File: config.mk
export PLATFORM = sky130hd
export DESIGN_NAME = scpu_prog_loader
export DESIGN_NICKNAME = d
export VERILOG_FILES = /design/src/rtl/scpu_prog_loader.sv
export SDC_FILE = /design/constraint.sdc
export NUM_CORES = 2
export LEC_CHECK = 0
export ABC_AREA = 1
export BUFFER_PORTS_ARGS = -buffer_cell sky130_fd_sc_hd__clkbuf_2
export CAP_MARGIN = 20
export CORE_MARGIN = 2
export CORE_UTILIZATION = 55
export CTS_CLUSTER_SIZE = 28
export DETAILED_ROUTE_END_ITERATION = 8
export PLACE_DENSITY = 0.73
export SYNTH_ARGS = -nofsm -noshare
export SYNTH_HDL_FRONTEND = slang
export SYNTH_SLANG_ARGS = --single-unit
export TNS_END_PERCENT = 20
File: constraint.sdc
create_clock -name clk -period 2.95 [get_ports clk]
set_input_delay 0.59 -clock clk [delete_from_list [all_inputs] [get_ports clk]]
set_output_delay 0.59 -clock clk [all_outputs]
set_load 0.01 [all_outputs]
File: src/rtl/scpu_prog_loader.sv
//-----------------------------------------------------------------------------
// scpu_prog_loader
//
// Upstream stage of the 8-bit serial CPU. Owns the instruction memory and the
// CPU run control:
//   - IDLE : waiting for cmd_load.
//   - LOAD : accepts a program as a valid/ready byte stream and stores it
//            from address 0 (low byte even address, high byte odd address).
//   - START: one cycle with cpu_enable=1 and cpu_start=1.
//   - RUN  : serves CPU fetches, i_data <= mem[i_addr] (one-cycle latency).
//
// Optional feature (macro SCPU_LOADER_CHECKSUM_EN):
//   defined     : the ld_last byte is a checksum, not stored and not counted;
//                 the 8-bit sum of stored bytes plus checksum must be 0x00,
//                 otherwise err_csum is set and the CPU is not started.
//   not defined : the ld_last byte is stored like any other; err_csum = 0.
//
// Ports:
//   clk, rst         clock; asynchronous active-high reset
//   cmd_load         one-cycle pulse: start or restart a program load
//   ld_valid/ld_data/ld_last/ld_ready   program byte stream
//   i_addr / i_data  CPU instruction fetch address / registered byte
//   cpu_enable       CPU enable (START and RUN)
//   cpu_start        one-cycle CPU start pulse (START)
//   busy             high in LOAD and START
//   load_cnt         bytes stored in the current load, saturates at DEPTH
//   err_ovf          sticky overflow flag
//   err_csum         sticky checksum error flag
//
// DEPTH must equal 2**ADDR_W.
//-----------------------------------------------------------------------------
module scpu_prog_loader #(
    parameter int ADDR_W = 9,
    parameter int DATA_W = 8,
    parameter int DEPTH  = 512
) (
    input  logic              clk,
    input  logic              rst,
    input  logic              cmd_load,
    input  logic              ld_valid,
    input  logic [DATA_W-1:0] ld_data,
    input  logic              ld_last,
    output logic              ld_ready,
    input  logic [ADDR_W-1:0] i_addr,
    output logic [DATA_W-1:0] i_data,
    output logic              cpu_enable,
    output logic              cpu_start,
    output logic              busy,
    output logic [ADDR_W:0]   load_cnt,
    output logic              err_ovf,
    output logic              err_csum
);

    typedef enum logic [1:0] {
        S_IDLE,
        S_LOAD,
        S_START,
        S_RUN
    } state_t;

    localparam logic [ADDR_W:0] FULL_CNT = (ADDR_W + 1)'(DEPTH);

    state_t              state_q, state_d;
    logic [ADDR_W:0]     load_cnt_q, load_cnt_d;
    logic                err_ovf_q, err_ovf_d;
    logic [DATA_W-1:0]   i_data_q, i_data_d;

    logic [DATA_W-1:0]   mem [DEPTH];

    logic                beat;
    logic                do_clear;
    logic                cnt_full;
    logic                store_beat;
    logic                store_ok;
    logic                csum_bad;
    logic                wr_en;

    assign ld_ready = (state_q == S_LOAD);
    assign beat     = ld_valid && ld_ready;

    // cmd_load clears the load bookkeeping everywhere except START, where it
    // is ignored. In LOAD a beat in the same cycle is swallowed.
    assign do_clear = cmd_load && (state_q != S_START);

    // The write pointer is the low ADDR_W bits of load_cnt; once load_cnt
    // reaches DEPTH no further byte is written, so the pointer never wraps.
    assign cnt_full = (load_cnt_q == FULL_CNT);

    // store_ok: this beat is a program byte that lands in memory.
    assign store_ok = store_beat && !cmd_load && !cnt_full;

`ifdef SCPU_LOADER_CHECKSUM_EN
    logic [DATA_W-1:0] csum_q, csum_d;
    logic [DATA_W-1:0] csum_total;
    logic              err_csum_q, err_csum_d;

    // The checksum byte completes the load, it is never stored.
    assign store_beat = beat && !ld_last;
    assign csum_total = csum_q + ld_data;
    assign csum_bad   = beat && !cmd_load && ld_last && (csum_total != '0);

    always_comb begin
        csum_d     = csum_q;
        err_csum_d = err_csum_q;
        if (store_ok) begin
            csum_d = csum_total;
        end
        if (csum_bad) begin
            err_csum_d = 1'b1;
        end
        if (do_clear) begin
            csum_d     = '0;
            err_csum_d = 1'b0;
        end
    end

    always_ff @(posedge clk or posedge rst) begin
        if (rst) begin
            csum_q     <= '0;
            err_csum_q <= 1'b0;
        end else begin
            csum_q     <= csum_d;
            err_csum_q <= err_csum_d;
        end
    end

    assign err_csum = err_csum_q;
`else
    assign store_beat = beat;
    assign csum_bad   = 1'b0;
    assign err_csum   = 1'b0;
`endif

    // NOTE: every output of this block gets a default before the case, so no
    // path leaves a signal unassigned and no latch is inferred.
    always_comb begin
        state_d    = state_q;
        load_cnt_d = load_cnt_q;
        err_ovf_d  = err_ovf_q;
        i_data_d   = '0;
        wr_en      = 1'b0;

        case (state_q)
            S_IDLE: begin
                if (cmd_load) begin
                    state_d = S_LOAD;
                end
            end

            S_LOAD: begin
                if (!cmd_load && beat) begin
                    if (store_ok) begin
                        wr_en      = 1'b1;
                        load_cnt_d = load_cnt_q + 1'b1;
                    end else if (store_beat) begin
                        // Memory full: drain the byte and flag the overflow.
                        err_ovf_d = 1'b1;
                    end
                    if (ld_last) begin
                        state_d = (err_ovf_d || csum_bad) ? S_IDLE : S_START;
                    end
                end
            end

            S_START: begin
                state_d = S_RUN;
            end

            S_RUN: begin
                if (cmd_load) begin
                    state_d = S_LOAD;
                end else begin
                    i_data_d = mem[i_addr];
                end
            end

            default: begin
                state_d = S_IDLE;
            end
        endcase

        if (do_clear) begin
            load_cnt_d = '0;
            err_ovf_d  = 1'b0;
        end
    end

    // NOTE: state flops use non-blocking assignments so every flop samples
    // the pre-edge values, independent of statement order.
    always_ff @(posedge clk or posedge rst) begin
        if (rst) begin
            state_q    <= S_IDLE;
            load_cnt_q <= '0;
            err_ovf_q  <= 1'b0;
            i_data_q   <= '0;
        end else begin
            state_q    <= state_d;
            load_cnt_q <= load_cnt_d;
            err_ovf_q  <= err_ovf_d;
            i_data_q   <= i_data_d;
        end
    end

    // NOTE: the memory array has no reset; a partial program survives rst and
    // a reset-free array maps onto RAM macros.
    always_ff @(posedge clk) begin
        if (wr_en) begin
            mem[load_cnt_q[ADDR_W-1:0]] <= ld_data;
        end
    end

    assign i_data     = i_data_q;
    assign cpu_enable = (state_q == S_START) || (state_q == S_RUN);
    assign cpu_start  = (state_q == S_START);
    assign busy       = (state_q == S_LOAD) || (state_q == S_START);
    assign load_cnt   = load_cnt_q;
    assign err_ovf    = err_ovf_q;

endmodule

==> reports/results.txt <==
Worst Hold Depth: 1
initial antenna violation count: 19
Skew-Pair Late Insertion Delay: 0.93 ns
CTS tree: built
clock-pin slew on the worst setup and hold paths: 0.06 ns
share of cells above drive strength 1: 13.2%
post-synth cell types: 33
initial DRC count: 17.7k
LEAKAGE: 69.8 nW
DP HPWL: 294000 um
FF-to-FF End: mem[340][2]
Worst Hold Class: input port to register
Sw Pwr: 28.0 mW
# setup viols final: 0
switch share: 22.8%
die area: 0.310 mm2
gr usage total: 30.3%
min Tclk post-route: 2.84 ns
sequential element share of the synthesized area: 73.6%
clk buf depth: 4
Peak VDD IR: 0.574 mV
Synth area leaders: edfxtp_1, nand3_1, nand2_1, buf_2, nor2_1
hold path start: ld_data[4]
Reg2Reg Setup Slack: 0.11 ns
Mapped Cells: 14.1k
Synth-to-Final Area Change: 15.5%
Initial Util: 55.3%
setup TNS: 0 ns
IO Port Bufs: 44
routed length per instance: 24.8 um
Final Hold Vio Count: 0
RSZ-0062 raised after global routing: no
most common cell after layout, fill and taps aside: nand2_1
Via Count: 117k
fmax: 352 MHz
cell taking the most area after synthesis: edfxtp_1
CP arrival: 3.50 ns
DP Cell Count: 18.5k
share of power burned in registers: 52.4%
Yosys top cell area share: 73.3%
outcome: completed
Detail Route Antenna Nets: 0
Layout Nets: 14.9k
die height: 556 um
combinational share of power: 7.3%
layout filler cell count: 21.6k
CP Launch Type: register
CTS Buf Count: 399
Pins Over Slew Limit: 0
Post-Syn Area per Cell: 11.9 um2
clock sinks: 4117
die width: 556 um
remaining global-route overflow: 0
number of synthesized register bits: 4117
Clock Skew: 0.0583 ns
IO Count: 46
Worst Path Required: 3.61 ns
H-tree depth: 5
Cell Area, Synth: 0.168 mm2
final WL: 476000 um
gpl congestion: 0.930
global-route wire length before repair: 703000 um
# rows: 202
Worst slew margin: 29.6%
largest net degree at the start of global routing: 101
fin crit share: 96.2%
reg2reg path depth: 11
total of max-cap violations: 0
vias in the first global route: 111k
power density over the cells: 635 mW/mm2
Tightest Pin Transition: 1.06 ns
most frequent cells in the layout: nand2_1, edfxtp_1, nand3_1, buf_4, nor2_1
core area: 0.303 mm2
Int Power: 95.0 mW
DRC violations left: 0
clock root cell: clkbuf_16
pre-CTS setup slack: -0.404 ns
number of synthesis warnings: 0
Non-Filler Instances: 19.2k
crit path kind: register to register
Setup WS post-layout: 0.111 ns
vias per cell: 6.08
fin util: 63.9%
crit-path max FO: 20
post-CTS setup buffer count: 0
Reg2Reg Launch Point: load_cnt[8]
post-synth net total: 14.1k
critical path endpoint category: register
clock share of power: 40.4%
DR pass1 iterations: 6
Worst Hold Path EP: mem[314][4]
registers in the layout, indices dropped and copies added (netlist names):
| signal | flops |
|---|---|
| mem | 4096 |
| i_data | 8 |
| err_ovf | 1 |
| state_q | 2 |
| load_cnt | 10 |
area by class of cell:
class                      count  area (um2)  share of cell area, %
multi-input combinational   8890       38700                   20.0
sequential                  4117      124000                   63.7
clock inverter               228        1880                  0.972
clock buffer                 494       10700                   5.50
timing repair buffer        1414       13700                   7.06
tap                         3978        4980                   2.57
antenna                        5        12.5                0.00645
inverter                      74         363                  0.187
synthesized netlist by cell type, drive strengths merged:
library cell	count
a31oi	2
clkinv	11
dfrtp	21
clkbuf	143
edfxtp	4096
o21ai	12
nor4	1
a21oi	5
or2	1
inv	63
nor2	546
o22ai	1
ha	7
conb	1
nand2	4226
buf	835
nand4	2
nand3	4058
nor3	28
power by group through the flow:
stage / combinational, mW / clock, mW / sequential, mW
after global placement: 8.55 / 0 / 65.7
after global routing: 9.43 / 52.0 / 64.4
after detailed placement: 8.68 / 0 / 65.7
after floorplan: 4.20 / 0 / 65.6
final: 8.95 / 49.6 / 64.4
after CTS: 8.73 / 49.8 / 64.4
kinds of logic after synthesis:
kind of cell / Yosys count / share of synthesized area (%)
compound gates: 20 / 0.0619
fa+ha+maj: 7 / 0.0522
buf+inv: 1052 / 3.32
flops: 4117 / 73.6
other cells: 1 / 0.00223
simple gates: 8862 / 22.9
worst max-delay path, cell delays in order, from the launching register on:
cell and delay, ns:
dfrtp_1 0.46, nor2_1 0.22, nand2_1 0.27, nor2_2 0.19, nand3_2 0.11, nand2_4 0.09
clkinv_2 0.11, buf_12 0.19, nand2_2 0.42, buf_4 0.23, nor2_1 0.04, buf_4 0.19
per-layer routing:
layer / vias to the layer above / share of wire (%) / global-route usage [%]
met1: 56200 / 36 / 40.8
met3: 1356 / 12 / 6.40
met4: 22 / 5.8 / 15.3
met5: - / 0.034 / 0
li1: 51700 / - / -
met2: 7425 / 46 / 47.1
per-stage QoR:
| stage | cell area (um2) | hold WS [ns] | power, mW |
|---|---|---|---|
| 4_1_cts | 194000 | 0.00791 | 123 |
| 5_1_grt | 194000 | 0.0270 | 126 |
| 3_5_place_dp | 181000 | 0.538 | 74.3 |
| 6_report | 194000 | 0.0475 | 123 |
| 2_1_floorplan | 168000 | 0.563 | 69.8 |
| 3_3_place_gp | 181000 | 0.530 | 74.2 |
worst max path at each step:
stage / cells past startpoint / slack [ns] / start / to
after detailed placement: 18 / -0.40 / i_addr[0] / i_data[2]
after global routing: 12 / 0.05 / load_cnt[8] / mem[224][5]
final: 11 / 0.11 / load_cnt[8] / mem[340][2]
after floorplan: 9 / 0.50 / state_q[1] / mem[207][0]
after global placement: 18 / -0.37 / i_addr[0] / i_data[2]
after CTS: 12 / 0.04 / state_q[1] / mem[369][2]
repair_timing:
action	in CTS	in global routing
hold buffers	2	0
endpoints found under the setup margin	0	390
resized for setup	0	4
endpoints found under the hold margin	22	0
No activity file was read; power rests on OpenSTA's default activity.
